File: config.mk
export PLATFORM = sky130hd
export DESIGN_NAME = fetch_hazard_ctrl
export DESIGN_NICKNAME = d
export VERILOG_FILES = /design/src/rtl/fetch_hazard_ctrl_pkg.sv /design/src/rtl/fetch_hazard_ctrl_sat_counter16.sv /design/src/rtl/fetch_hazard_ctrl.sv
export SDC_FILE = /design/constraint.sdc
export NUM_CORES = 1
export LEC_CHECK = 0
export ABC_AREA = 1
export CAP_MARGIN = 30
export CELL_PAD_IN_SITES_DETAIL_PLACEMENT = 1
export CELL_PAD_IN_SITES_GLOBAL_PLACEMENT = 1
export CORE_MARGIN = 2
export CORE_UTILIZATION = 30
export DETAILED_ROUTE_END_ITERATION = 10
export GPL_TIMING_DRIVEN = 0
export PLACE_DENSITY_LB_ADDON = 0.1
export SLEW_MARGIN = 20
export SYNTH_ARGS = -nofsm -noshare
export SYNTH_HDL_FRONTEND = slang
export SYNTH_SLANG_ARGS = --single-unit
File: constraint.sdc
create_clock -name clk -period 1.5 [get_ports clk]
set_input_delay 0.3 -clock clk [delete_from_list [all_inputs] [get_ports clk]]
set_output_delay 0.3 -clock clk [all_outputs]
set_load 0.05 [all_outputs]
File: src/rtl/fetch_hazard_ctrl_pkg.sv
// Shared pipeline definitions for the fetch hazard controller: FSM states,
// PC source select codes and the redirect priority helper.
package fetch_hazard_ctrl_pkg;

    typedef enum logic [1:0] {
        RUN        = 2'b00,
        LU_STALL   = 2'b01,
        MEM_WAIT   = 2'b10,
        REDIR_PEND = 2'b11
    } fetch_state_e;

    localparam logic [1:0] PC_SEQ = 2'b00;
    localparam logic [1:0] PC_BR  = 2'b01;
    localparam logic [1:0] PC_J   = 2'b10;
    localparam logic [1:0] PC_JR  = 2'b11;

    // Jump-register beats jump, jump beats a taken branch.
    function automatic logic [1:0] redirect_sel(input logic z, input logic j, input logic jr);
        logic [1:0] sel;
        if (jr) begin
            sel = PC_JR;
        end else if (j) begin
            sel = PC_J;
        end else if (z) begin
            sel = PC_BR;
        end else begin
            sel = PC_SEQ;
        end
        return sel;
    endfunction

endpackage

File: src/rtl/fetch_hazard_ctrl_sat_counter16.sv
// 16-bit saturating event counter with synchronous clear (clear wins over enable).
module sat_counter16 (
    input  logic        clk,
    input  logic        clear,
    input  logic        enable,
    output logic [15:0] count
);

    logic [15:0] count_q;
    logic [15:0] count_d;

    // Next count: clear first, otherwise step up until the counter pins at all-ones.
    always_comb begin
        count_d = count_q;
        if (clear) begin
            count_d = 16'd0;
        end else if (enable && (count_q != 16'hFFFF)) begin
            count_d = count_q + 16'd1;
        end
    end

    // Count register.
    always_ff @(posedge clk) begin
        count_q <= count_d;
    end

    assign count = count_q;

endmodule

File: src/rtl/fetch_hazard_ctrl.sv
// Fetch-stage hazard controller: load-use stalls, branch/jump redirects,
// instruction-memory wait handling and stall/redirect performance counters.
module fetch_hazard_ctrl
    import fetch_hazard_ctrl_pkg::*;
(
    input  logic        clk,
    input  logic        reset,
    input  logic        Z,
    input  logic        J,
    input  logic        JR,
    input  logic        MemRead_ex,
    input  logic [4:0]  RegisterRt_ex,
    input  logic [4:0]  RegisterRs_id,
    input  logic [4:0]  RegisterRt_id,
    input  logic        imem_ready,
    output logic        PC_IFWrite,
    output logic        IFID_Write,
    output logic        IFID_flush,
    output logic        ID_bubble,
    output logic [1:0]  PCSrc,
    output logic [15:0] stall_cnt,
    output logic [15:0] redirect_cnt
);

    fetch_state_e state_q;
    fetch_state_e state_d;
    logic [1:0]   pend_sel_q;
    logic [1:0]   pend_sel_d;
    logic         load_use;
    logic [1:0]   redir_sel;
    logic         redir_req;

    assign load_use  = MemRead_ex && (RegisterRt_ex != 5'd0) &&
                       ((RegisterRt_ex == RegisterRs_id) || (RegisterRt_ex == RegisterRt_id));
    assign redir_sel = redirect_sel(Z, J, JR);
    assign redir_req = (redir_sel != PC_SEQ);

    // Next state and outputs, in priority order reset > load-use > redirect > memory wait > advance.
    always_comb begin
        state_d    = RUN;
        pend_sel_d = pend_sel_q;
        PC_IFWrite = 1'b1;
        IFID_Write = 1'b1;
        IFID_flush = 1'b0;
        ID_bubble  = 1'b0;
        PCSrc      = PC_SEQ;
        if (reset) begin
            PC_IFWrite = 1'b0;
            IFID_Write = 1'b0;
            IFID_flush = 1'b1;
            ID_bubble  = 1'b1;
            pend_sel_d = PC_SEQ;
        end else if (load_use) begin
            PC_IFWrite = 1'b0;
            IFID_Write = 1'b0;
            ID_bubble  = 1'b1;
            state_d    = (state_q == REDIR_PEND) ? REDIR_PEND : LU_STALL;
        end else if (state_q == REDIR_PEND) begin
            if (imem_ready) begin
                IFID_flush = 1'b1;
                PCSrc      = pend_sel_q;
                pend_sel_d = PC_SEQ;
            end else begin
                PC_IFWrite = 1'b0;
                IFID_Write = 1'b0;
                state_d    = REDIR_PEND;
            end
        end else if (redir_req) begin
            if (imem_ready) begin
                IFID_flush = 1'b1;
                PCSrc      = redir_sel;
            end else begin
                PC_IFWrite = 1'b0;
                IFID_Write = 1'b0;
                pend_sel_d = redir_sel;
                state_d    = REDIR_PEND;
            end
        end else if (!imem_ready) begin
            PC_IFWrite = 1'b0;
            IFID_Write = 1'b0;
            state_d    = MEM_WAIT;
        end
    end

    // State and pending-redirect registers.
    always_ff @(posedge clk) begin
        state_q    <= state_d;
        pend_sel_q <= pend_sel_d;
    end

    sat_counter16 u_stall_cnt (
        .clk    (clk),
        .clear  (reset),
        .enable (~PC_IFWrite),
        .count  (stall_cnt)
    );

    sat_counter16 u_redirect_cnt (
        .clk    (clk),
        .clear  (reset),
        .enable (IFID_flush),
        .count  (redirect_cnt)
    );

endmodule

Yosys cells after proc, flatten, opt, wreduce, memory -nomap -nowiden
Cells that the tools add are included.
Word-level totals
  word-level logic and storage cells: 52
  input bits: 22
  flip-flop bits (word level): 36
  output and inout bits: 38
Cells by class
  bitwise gates (word level): 2
  $add $sub $neg: 2
  reductions and logical operators: 9
  equality and inequality tests: 7
  multiplexer cells: 28
Operators by type and width (number)
  $mux 2: 18
  $add 16x1->16 const B: 2
  $ne 16x16->1 const B: 2
  $eq 5x5->1: 2
  $mux 1: 10
  $reduce_bool 5->1: 1
  $logic_and 1x1->1: 4
  $reduce_and 4->1: 1
  $reduce_bool 2->1: 2
  $eq 2x2->1 const B: 1
  $ne 2x1->1 const B: 1
  $ne 2x2->1 const B: 1
  $not 1->1: 2
  $logic_or 1x1->1: 1

Longest topological paths before layout
Gate-level depths: netlist of the first run.
  depth in word-level cells: 9
  mapped depth: 13

Modules after synthesis
Synthesis of the first run repeated with hierarchy kept, for this count alone.
Second synthesis, totals
  cell total of the unflattened synthesis: 390
  area, all modules: 2328.5 um^2
Modules (own cells, without submodules)
  sat_counter16: area an instance 929.6 um^2, cells an instance 149, seq. area each 320.3 um^2, times used 2
  fetch_hazard_ctrl: area an instance 469.2 um^2, cells an instance 92, seq. area each 80.1 um^2, times used 1

Worst setup path after synthesis of the first run
Ideal clock, no wire load.
  path type: input port to output port
  from: in RegisterRt_id[0]
  to: out PCSrc[1]
  required time: 1200 ps
  arrival: 1800 ps
  slack: -600 ps
  buffers on the path: 1
  cell stages on the path: 10
  cell sequence: nand2_1 clkinv_1 nor2_1 nor2_1 nand3_1 nand2_2 nand2_4 nand3_2 buf_4 a21oi_1
On the way
  cells in the longest elaborated chain, start to end: 5
Ends and longest elaborated chain
  start, declared: RTL line fetch_hazard_ctrl.sv:14  | input logic [4:0] RegisterRt_id,
  $eq 5x5->1: RTL line fetch_hazard_ctrl.sv:34  | ((RegisterRt_ex == RegisterRs_id) || (RegisterRt_ex == RegisterRt_id));
  $logic_or 1x1->1: RTL line fetch_hazard_ctrl.sv:34
  $logic_and 1x1->1: RTL line fetch_hazard_ctrl.sv:33  | assign load_use = MemRead_ex && (RegisterRt_ex != 5'd0) &&
  $mux 2: RTL line fetch_hazard_ctrl.sv:53  | end else if (load_use) begin
  $mux 2: RTL line fetch_hazard_ctrl.sv:47  | if (reset) begin
  end, declared: RTL line fetch_hazard_ctrl.sv:20  | output logic [1:0] PCSrc,
Every way passes these cells.

Worst setup path in the final report of the first run
  from: in RegisterRt_ex[4]
  to: out PC_IFWrite
On the way
  cells in the longest elaborated chain, start to end: 5
Ends and longest elaborated chain
  start, declared: RTL line fetch_hazard_ctrl.sv:12  | input logic [4:0] RegisterRt_ex,
  $eq 5x5->1 / $reduce_bool 5->1 (equally long branches): RTL line fetch_hazard_ctrl.sv:34, fetch_hazard_ctrl.sv:33
  $logic_or 1x1->1 / $logic_and 1x1->1 (equally long branches): RTL line fetch_hazard_ctrl.sv:34, fetch_hazard_ctrl.sv:33
  $logic_and 1x1->1 (*): RTL line fetch_hazard_ctrl.sv:33
  $mux 1 (*): RTL line fetch_hazard_ctrl.sv:53
  $mux 1 (*): RTL line fetch_hazard_ctrl.sv:47
  end, declared: RTL line fetch_hazard_ctrl.sv:16  | output logic PC_IFWrite,
Every way passes the cells marked *; elsewhere a longest branch is shown, timed or not.

==> results.tsv, run 1 <==
metric	value	unit
outcome	finished, violations left	
failing checks	negative setup slack	
Seq/Total Area, Yosys	30.92	%
Post-synth ARST share	0	%
Synth Area in Compound Gates	8.857	%
H-tree lvl count	2	
Critical Path RT	1.20	ns
Worst R2R Setup Slack	-0.19	ns
share of post-route cells with drive strength above 1	57.77	%
Global Route Usage Sum	18.92	%
Total Power	2.534	mW
worst slack, placed	-1.484	ns
Leakage	1.923	nW
vias in the first global route	2780	
Logic pwr share	28.7	%
RSZ-0062 raised after global routing	yes	
GPL Wtd Cong	0.8428	
root buffer cell	clkbuf_8	
CP Class	in -> out	
Initial Util	30.64	%
Post-Syn Instances	360	
DR vias	2795	
FF+latch count, synth	36	
clock-pin slew on the worst setup and hold paths	0.08	ns
fmax	562.5	MHz
Top Ports	60	
Avg Inst Size Synth	6.475	um^2
die area	0.008491	mm^2
min-delay worst type	in -> reg	
Ant. Diodes	0	
die width	92.15	um
HPWL Detailed	5243	um
IO Port Bufs	59	
maximum number of pins on one net before global-route repair	12	
core box area	0.007607	mm^2
DRC Markers	0	
Die Ht	92.15	um
Net Sw Frac	35.08	%
internal power	1.645	mW
Flop pwr share	41.1	%
library cells used by synthesis	32	
global-route wire length before repair	12810	um
mux cell area share after synthesis	0	%
FF-to-FF End	u_stall_cnt.count[5]	
Final Hold Vio Count	0	
final WL	9063	um
TritonCTS Buffers	5	
Syn Std Cell Area	0.002331	mm^2
critical path data arrival time	1.48	ns
Post-Synth Simple-Gate Area	41.98	%
cell accounting for the most synthesized area	dfxtp_1	
Worst-Margin Slew	0.6761	ns
largest family of logic cells by synthesized area	simple AND/OR/NAND/NOR gates	
Worst Setup Start Kind	input port	
DRT Pass-1 Iters	4	
Yosys warnings	0	
worst skew pair latency	0.30	ns
setup_tns	-4.896	ns
via-per-instance ratio	4.836	
Clock power frac	30.2	%
Rel. slew slack	54.93	%
CTS sink count	36	
min setup slack post-route	-0.2776	ns
endpoint with the worst hold slack	u_redirect_cnt.count[1]	
maxcap violations	0	
FF-to-FF Start	u_stall_cnt.count[1]	
largest cells by area after synthesis	dfxtp_1 (31%), nand2_1 (14%), nor2_1 (9.3%)	
final setup fails	35	
CTS tree	yes	
CTS Buffer Depth	2	
Crit Path Max Fanout	4	
FP Rows	32	
WL/cell	15.68	um
Min-Delay Path Depth	2	
Period Utilization, post-route	118.5	%
DRT iter0 DRCs	55	
hold path startpoint	reset	
PwrDens	590.9	mW/mm^2
Post-DRT Antenna Nets	0	
initial antenna violation count	0	
Final #Nets	499	
Max Slew Vio Count	0	
peak supply drop	503.3	uV
Synth Flop Type	dfxtp_1	
net count after synthesis	384	
GR Overflow Total	0	
path depth of the worst reg2reg path	12	
NetSw	0.8888	mW
Yosys top cell area share	30.92	%
Layout Skew	0.009539	ns
number of flops mapped to enable cells by yosys	0	
fraction of the mapped netlist area in adder cells	1.074	%
minimum clock period	1.778	ns
critical path capture point type	primary output	
placed cells	521	
XOR/XNOR Fraction of Synth Area	5.636	%
Area Growth Syn to Fin	83.95	%
Finished Layout Cells	578	
[worst max-delay path by stage]
stage	from	end	slack [ns]
final	RegisterRt_ex[4]	PC_IFWrite	-0.28
after global routing	RegisterRs_id[4]	PC_IFWrite	-0.35
after CTS	RegisterRt_id[0]	PC_IFWrite	-0.32
after detailed placement	RegisterRt_ex[1]	PC_IFWrite	-1.48
after global placement	RegisterRt_ex[1]	PC_IFWrite	-1.48
after floorplan	RegisterRs_id[1]	PC_IFWrite	-0.27
[final cells by class]
cell class	count	area [um^2]
Inverter	55	262.8
Fill cell	937	3319
Sequential cell	36	788.3
Timing Repair Buffer	108	1050
Clock inverter	1	3.754
Timing Repair inverter	1	6.256
Tap cell	102	127.6
Buffer	7	76.32
Clock buffer	7	86.33
Multi-Input combinational cell	261	1887
[critical path, stage by stage]
cell and delay (ns):
buf_8 0.11, nand2_2 0.06, nand2_2 0.05, nor2_1 0.12, nand3_1 0.11, nand2_2 0.11
nand2_4 0.07, nand3_4 0.07, buf_8 0.12, clkinvlp_4 0.10, buf_8 0.12, buf_8 0.14
[synth_stat cells (5+ instances only)]
master and instances:
a21oi_1 19, o21ai_0 11, nand2_4 5, o21ai_1 5, nand3_1 27, xor2_1 13, nand3_2 5, nor2_1 58
nand2_1 86, inv_2 11, nor3_1 6, inv_1 42, dfxtp_1 36, nand4_1 5
[power groups by stage]
stage	registers, mW	logic [mW]	clock network, mW
floorplan	1.14	0.254	0
global placement	1.05	0.542	0
detailed placement	1.05	0.555	0
CTS	1.03	0.612	0.769
global route	1.05	0.779	0.813
finish	1.04	0.727	0.765
[flip-flops by register name, summed over array words and instances (netlist names)]
signal and count:
state_q 2, u_redirect_cnt.count 16, pend_sel_q 2, u_stall_cnt.count 16
[layer usage]
| metal | wire length (um) | track usage [%] |
|---|---|---|
| met1 | 3570 | 21.67 |
| met5 | 0 | 0 |
| met3 | 255 | 3.205 |
| met4 | 159 | 6.716 |
| met2 | 5078 | 35.11 |
[placed cells by master (no fill, tap or decap), types with 10 or more instances in the layout]
master            n
nand3_1          14
nand2_2          27
inv_2            10
a21oi_2          12
clkdlybuf4s15_2  11
nand3_2          13
nand2_4          12
xor2_1           13
nor2_1           35
nor2_2           10
dfxtp_1          10
buf_4            33
inv_1            32
nor2_4           17
clkbuf_2         14
dfxtp_4          14
dfxtp_2          12
nand2_1          51
buf_6            27
[cell families (layout without fill, tap and decap cells)]
kind of cell / Yosys count / after routing
AO/OA/AOI/OAI: 38 / 38
XOR/XNOR: 15 / 15
adder cells (fa/ha/maj): 2 / 2
buffers and inverters: 63 / 179
flip-flops: 36 / 36
AND/OR/NAND/NOR: 206 / 206
[timing repair]
| item | 4_1_cts | 5_1_grt |
|---|---|---|
| gates resized for setup | 237 | 164 |
| endpoints found under the setup margin | 73 | 53 |
| hold buffers | 0 | 0 |
| pin swaps | 40 | 65 |
| cloned | 1 | 2 |
| buffers inserted | 22 | 28 |
[stage by stage]
| stage | util [%] | hold slack, ns | cell area, um^2 |
|---|---|---|---|
| after CTS | 47.88 | 0.3504 | 3642 |
| after global placement | 42.11 | 0.4699 | 3203 |
| after floorplan | - | 0.3594 | 2485 |
| after detailed placement | 42.11 | 0.4872 | 3203 |
| final | 56.37 | 0.3342 | 4288 |
| after global routing | 56.37 | 0.3446 | 4288 |
Note: power is estimated with default switching activity, not from simulation.
==> run 2: changes to the inputs <==
--- a/config.mk
+++ b/config.mk
@@ -10,7 +10,7 @@
 export CELL_PAD_IN_SITES_DETAIL_PLACEMENT = 1
 export CELL_PAD_IN_SITES_GLOBAL_PLACEMENT = 1
 export CORE_MARGIN = 2
-export CORE_UTILIZATION = 30
+export CORE_UTILIZATION = 34
 export DETAILED_ROUTE_END_ITERATION = 10
 export GPL_TIMING_DRIVEN = 0
 export PLACE_DENSITY_LB_ADDON = 0.1
==> constraint.sdc (replaced) <==
create_clock -name clk -period 1.65 [get_ports clk]
set_input_delay 0.33 -clock clk [delete_from_list [all_inputs] [get_ports clk]]
set_output_delay 0.33 -clock clk [all_outputs]
set_load 0.05 [all_outputs]
==> results.tsv, run 2 (synthesis results as in run 1) <==
metric	value	unit	change
PwrDens	662.9	mW/mm^2	+12%
Finished Layout Cells	524		-9.3%
Fillers	888		-5.2%
Total Power	2.342	mW	-7.6%
Final Hold Vio Count	0		unchanged
commonest cells after routing, fill and taps aside	nand2_1 (70), nor2_1 (48), inv_1 (35)		
Slowest cell on crit path	buf_8		
worst skew pair latency	0.30	ns	about the same
RSZ-0062 raised after global routing	yes		
share of post-route cells with drive strength above 1	36.04	%	-22 points
DRT iter0 DRCs	46		-16%
Worst Setup Start Kind	input port		
GPL Wtd Cong	0.7397		-12%
initial antenna violation count	0		unchanged
clock-pin slew on the worst setup and hold paths	0.08	ns	about the same
critical path data arrival time	1.46	ns	-0.02 ns
Period Utilization, post-route	108.7	%	
Top Ports	60		unchanged
global-route wire length before repair	11790	um	-8.0%
FF-to-FF End	u_stall_cnt.count[14]		
Setup crit end	PC_IFWrite		
maximum number of pins on one net before global-route repair	12		unchanged
min setup slack post-route	-0.1431	ns	+0.1346 ns
CTS Buffer Depth	2		unchanged
Final #Nets	467		-6.4%
minimum clock period	1.793	ns	
CTS sink count	36		unchanged
Post-DRT Antenna Nets	0		unchanged
Worst-Margin Slew	0.5464	ns	-0.1297 ns
H-tree lvl count	2		unchanged
TritonCTS Buffers	5		unchanged
crit path from	RegisterRt_ex[4]		
footprint of the multi-input gates	0.001500	mm^2	-20%
HPWL Detailed	5178	um	-1.2%
crit-path cells	buf_8, nand2_2, nand2_1, nor2_1, nand3_1, nand2_2, nand2_4, nand3_4, clkinvlp_4, buf_8, buf_8		
CP dominant cell by count	buf_8		
outcome	finished, violations left		
IO Port Bufs	59		unchanged
FP Rows	30		-6.3%
Max Slew Vio Count	0		unchanged
Worst path max stage delay	0.14	ns	about the same
min-delay worst type	in -> reg		
failing checks	negative setup slack		
Layout Utilization	52.59	%	-3.8 points
Die Ht	86.80	um	-5.8%
critical path capture point type	primary output		
DRT Pass-1 Iters	4		unchanged
die area	0.007534	mm^2	-11%
Crit Path Max Fanout	4		unchanged
core box area	0.006719	mm^2	-12%
Initial Util	34.69	%	+4.1 points
DRC Markers	0		unchanged
root buffer cell	clkbuf_8		
Global Route Usage Sum	19.89	%	+0.97 points
CTS tree	yes		
worst slack, placed	-1.416	ns	+0.06775 ns
placed cells	499		-4.2%
FF-to-FF Start	u_stall_cnt.count[0]		
peak supply drop	368.8	uV	-27%
DR vias	2532		-9.4%
maxcap violations	0		unchanged
CP Class	in -> out		
Ant. Diodes	0		unchanged
Rel. slew slack	63.57	%	+8.6 points
WHS	0.2701	ns	-0.06412 ns
Leakage	1.688	nW	-12%
Critical Path RT	1.32	ns	+0.12 ns
die width	86.80	um	-5.8%
GR Overflow Total	0		unchanged
final WL	7502	um	-17%
path depth of the worst reg2reg path	9		-3
WL/cell	14.32	um	-8.7%
via-per-instance ratio	4.832		about the same
Worst R2R Setup Slack	0.06	ns	+0.25 ns
Area Growth Syn to Fin	51.58	%	
register area	773.2	um^2	-1.9%
vias in the first global route	2565		-7.7%
most common cell after layout, fill and taps aside	nand2_1		
fmax	557.7	MHz	
final setup fails	6		-83%
Layout Skew	0.009669	ns	+0.0001296 ns
==> run 2: cell types whose count changed in the layout (fill, tap and decap cells not counted), sizes merged, moves of 2 or more <==
cell / change
inv: -2
dlygate4sd2: +27
buf: -34
clkdlybuf4s18: -2
clkbuf: -9
clkdlybuf4s15: -14
==> run 2: repair_timing <==
action,in CTS,in global routing
gates resized for setup,167,62
hold buffers,0,0
cloned,0,1
setup buffers,9,9
pin swaps,23,27
setup endpoints to repair,71,34
==> run 2: layout make-up <==
cell class,count,share of cell area (%)
inverters,55,6.693
multi-input cells,261,42.46
repair buffers,78,21.21
clock buffers,6,2.337
clock inverters,2,0.9561
flip-flops and latches,36,21.88
well taps,80,2.833
plain buffers,6,1.629
==> run 2: worst min-delay path by stage <==
| stage | from | endpoint | slack, ns | cells past startpoint |
|---|---|---|---|---|
| 5_1_grt | reset | u_redirect_cnt.count[1] | 0.29 | 2 |
| 4_1_cts | reset | u_redirect_cnt.count[1] | 0.45 | 2 |
| 3_3_place_gp | pend_sel_q[0] | pend_sel_q[0] | 0.47 | 2 |
| 6_report | reset | u_redirect_cnt.count[1] | 0.27 | 2 |
| 2_1_floorplan | reset | u_redirect_cnt.count[1] | 0.39 | 1 |
| 3_5_place_dp | u_redirect_cnt.count[2] | u_redirect_cnt.count[2] | 0.48 | 2 |
==> run 2: per-stage QoR <==
step | instance area (um^2) | TNS [ns]
after global placement | 3131 | -22.91
after floorplan | 2440 | -0.4553
after global routing | 3533 | -1.851
after detailed placement | 3131 | -24.22
after CTS | 3292 | -0.6927
final | 3533 | -0.3219
==> run 2: worst max-delay path: cells and delay by family <==
kind | cells | cell delay (ns)
buffers and inverters | 4 | 0.51
AND/OR/NAND/NOR | 7 | 0.64
==> run 2: report_power, final <==
part	switching [mW]	internal (mW)	total [mW]	leakage [nW]
Combinational	0.335	0.217	0.552	1.32
Sequential	0.0450	0.901	0.946	0.308
Clock	0.357	0.487	0.844	0.0588
Total	0.737	1.61	2.34	1.69
==> run 2: layer usage <==
| layer | part of all wire (%) | GRT usage (%) |
|---|---|---|
| met1 | 42 | 23.48 |
| met2 | 54 | 36.64 |
| met3 | 2.2 | 3.143 |
| met4 | 1.5 | 5.824 |
| met5 | 0 | 0 |
==> run 3: changes to the inputs <==
--- a/config.mk
+++ b/config.mk
@@ -13,6 +13,7 @@
 export CORE_UTILIZATION = 34
 export DETAILED_ROUTE_END_ITERATION = 10
 export GPL_TIMING_DRIVEN = 0
+export HOLD_SLACK_MARGIN = 0.08
 export PLACE_DENSITY_LB_ADDON = 0.1
 export SLEW_MARGIN = 20
 export SYNTH_ARGS = -nofsm -noshare
==> results of run 3 <==
Final layout, timing and power as in run 2 (identical DEF).
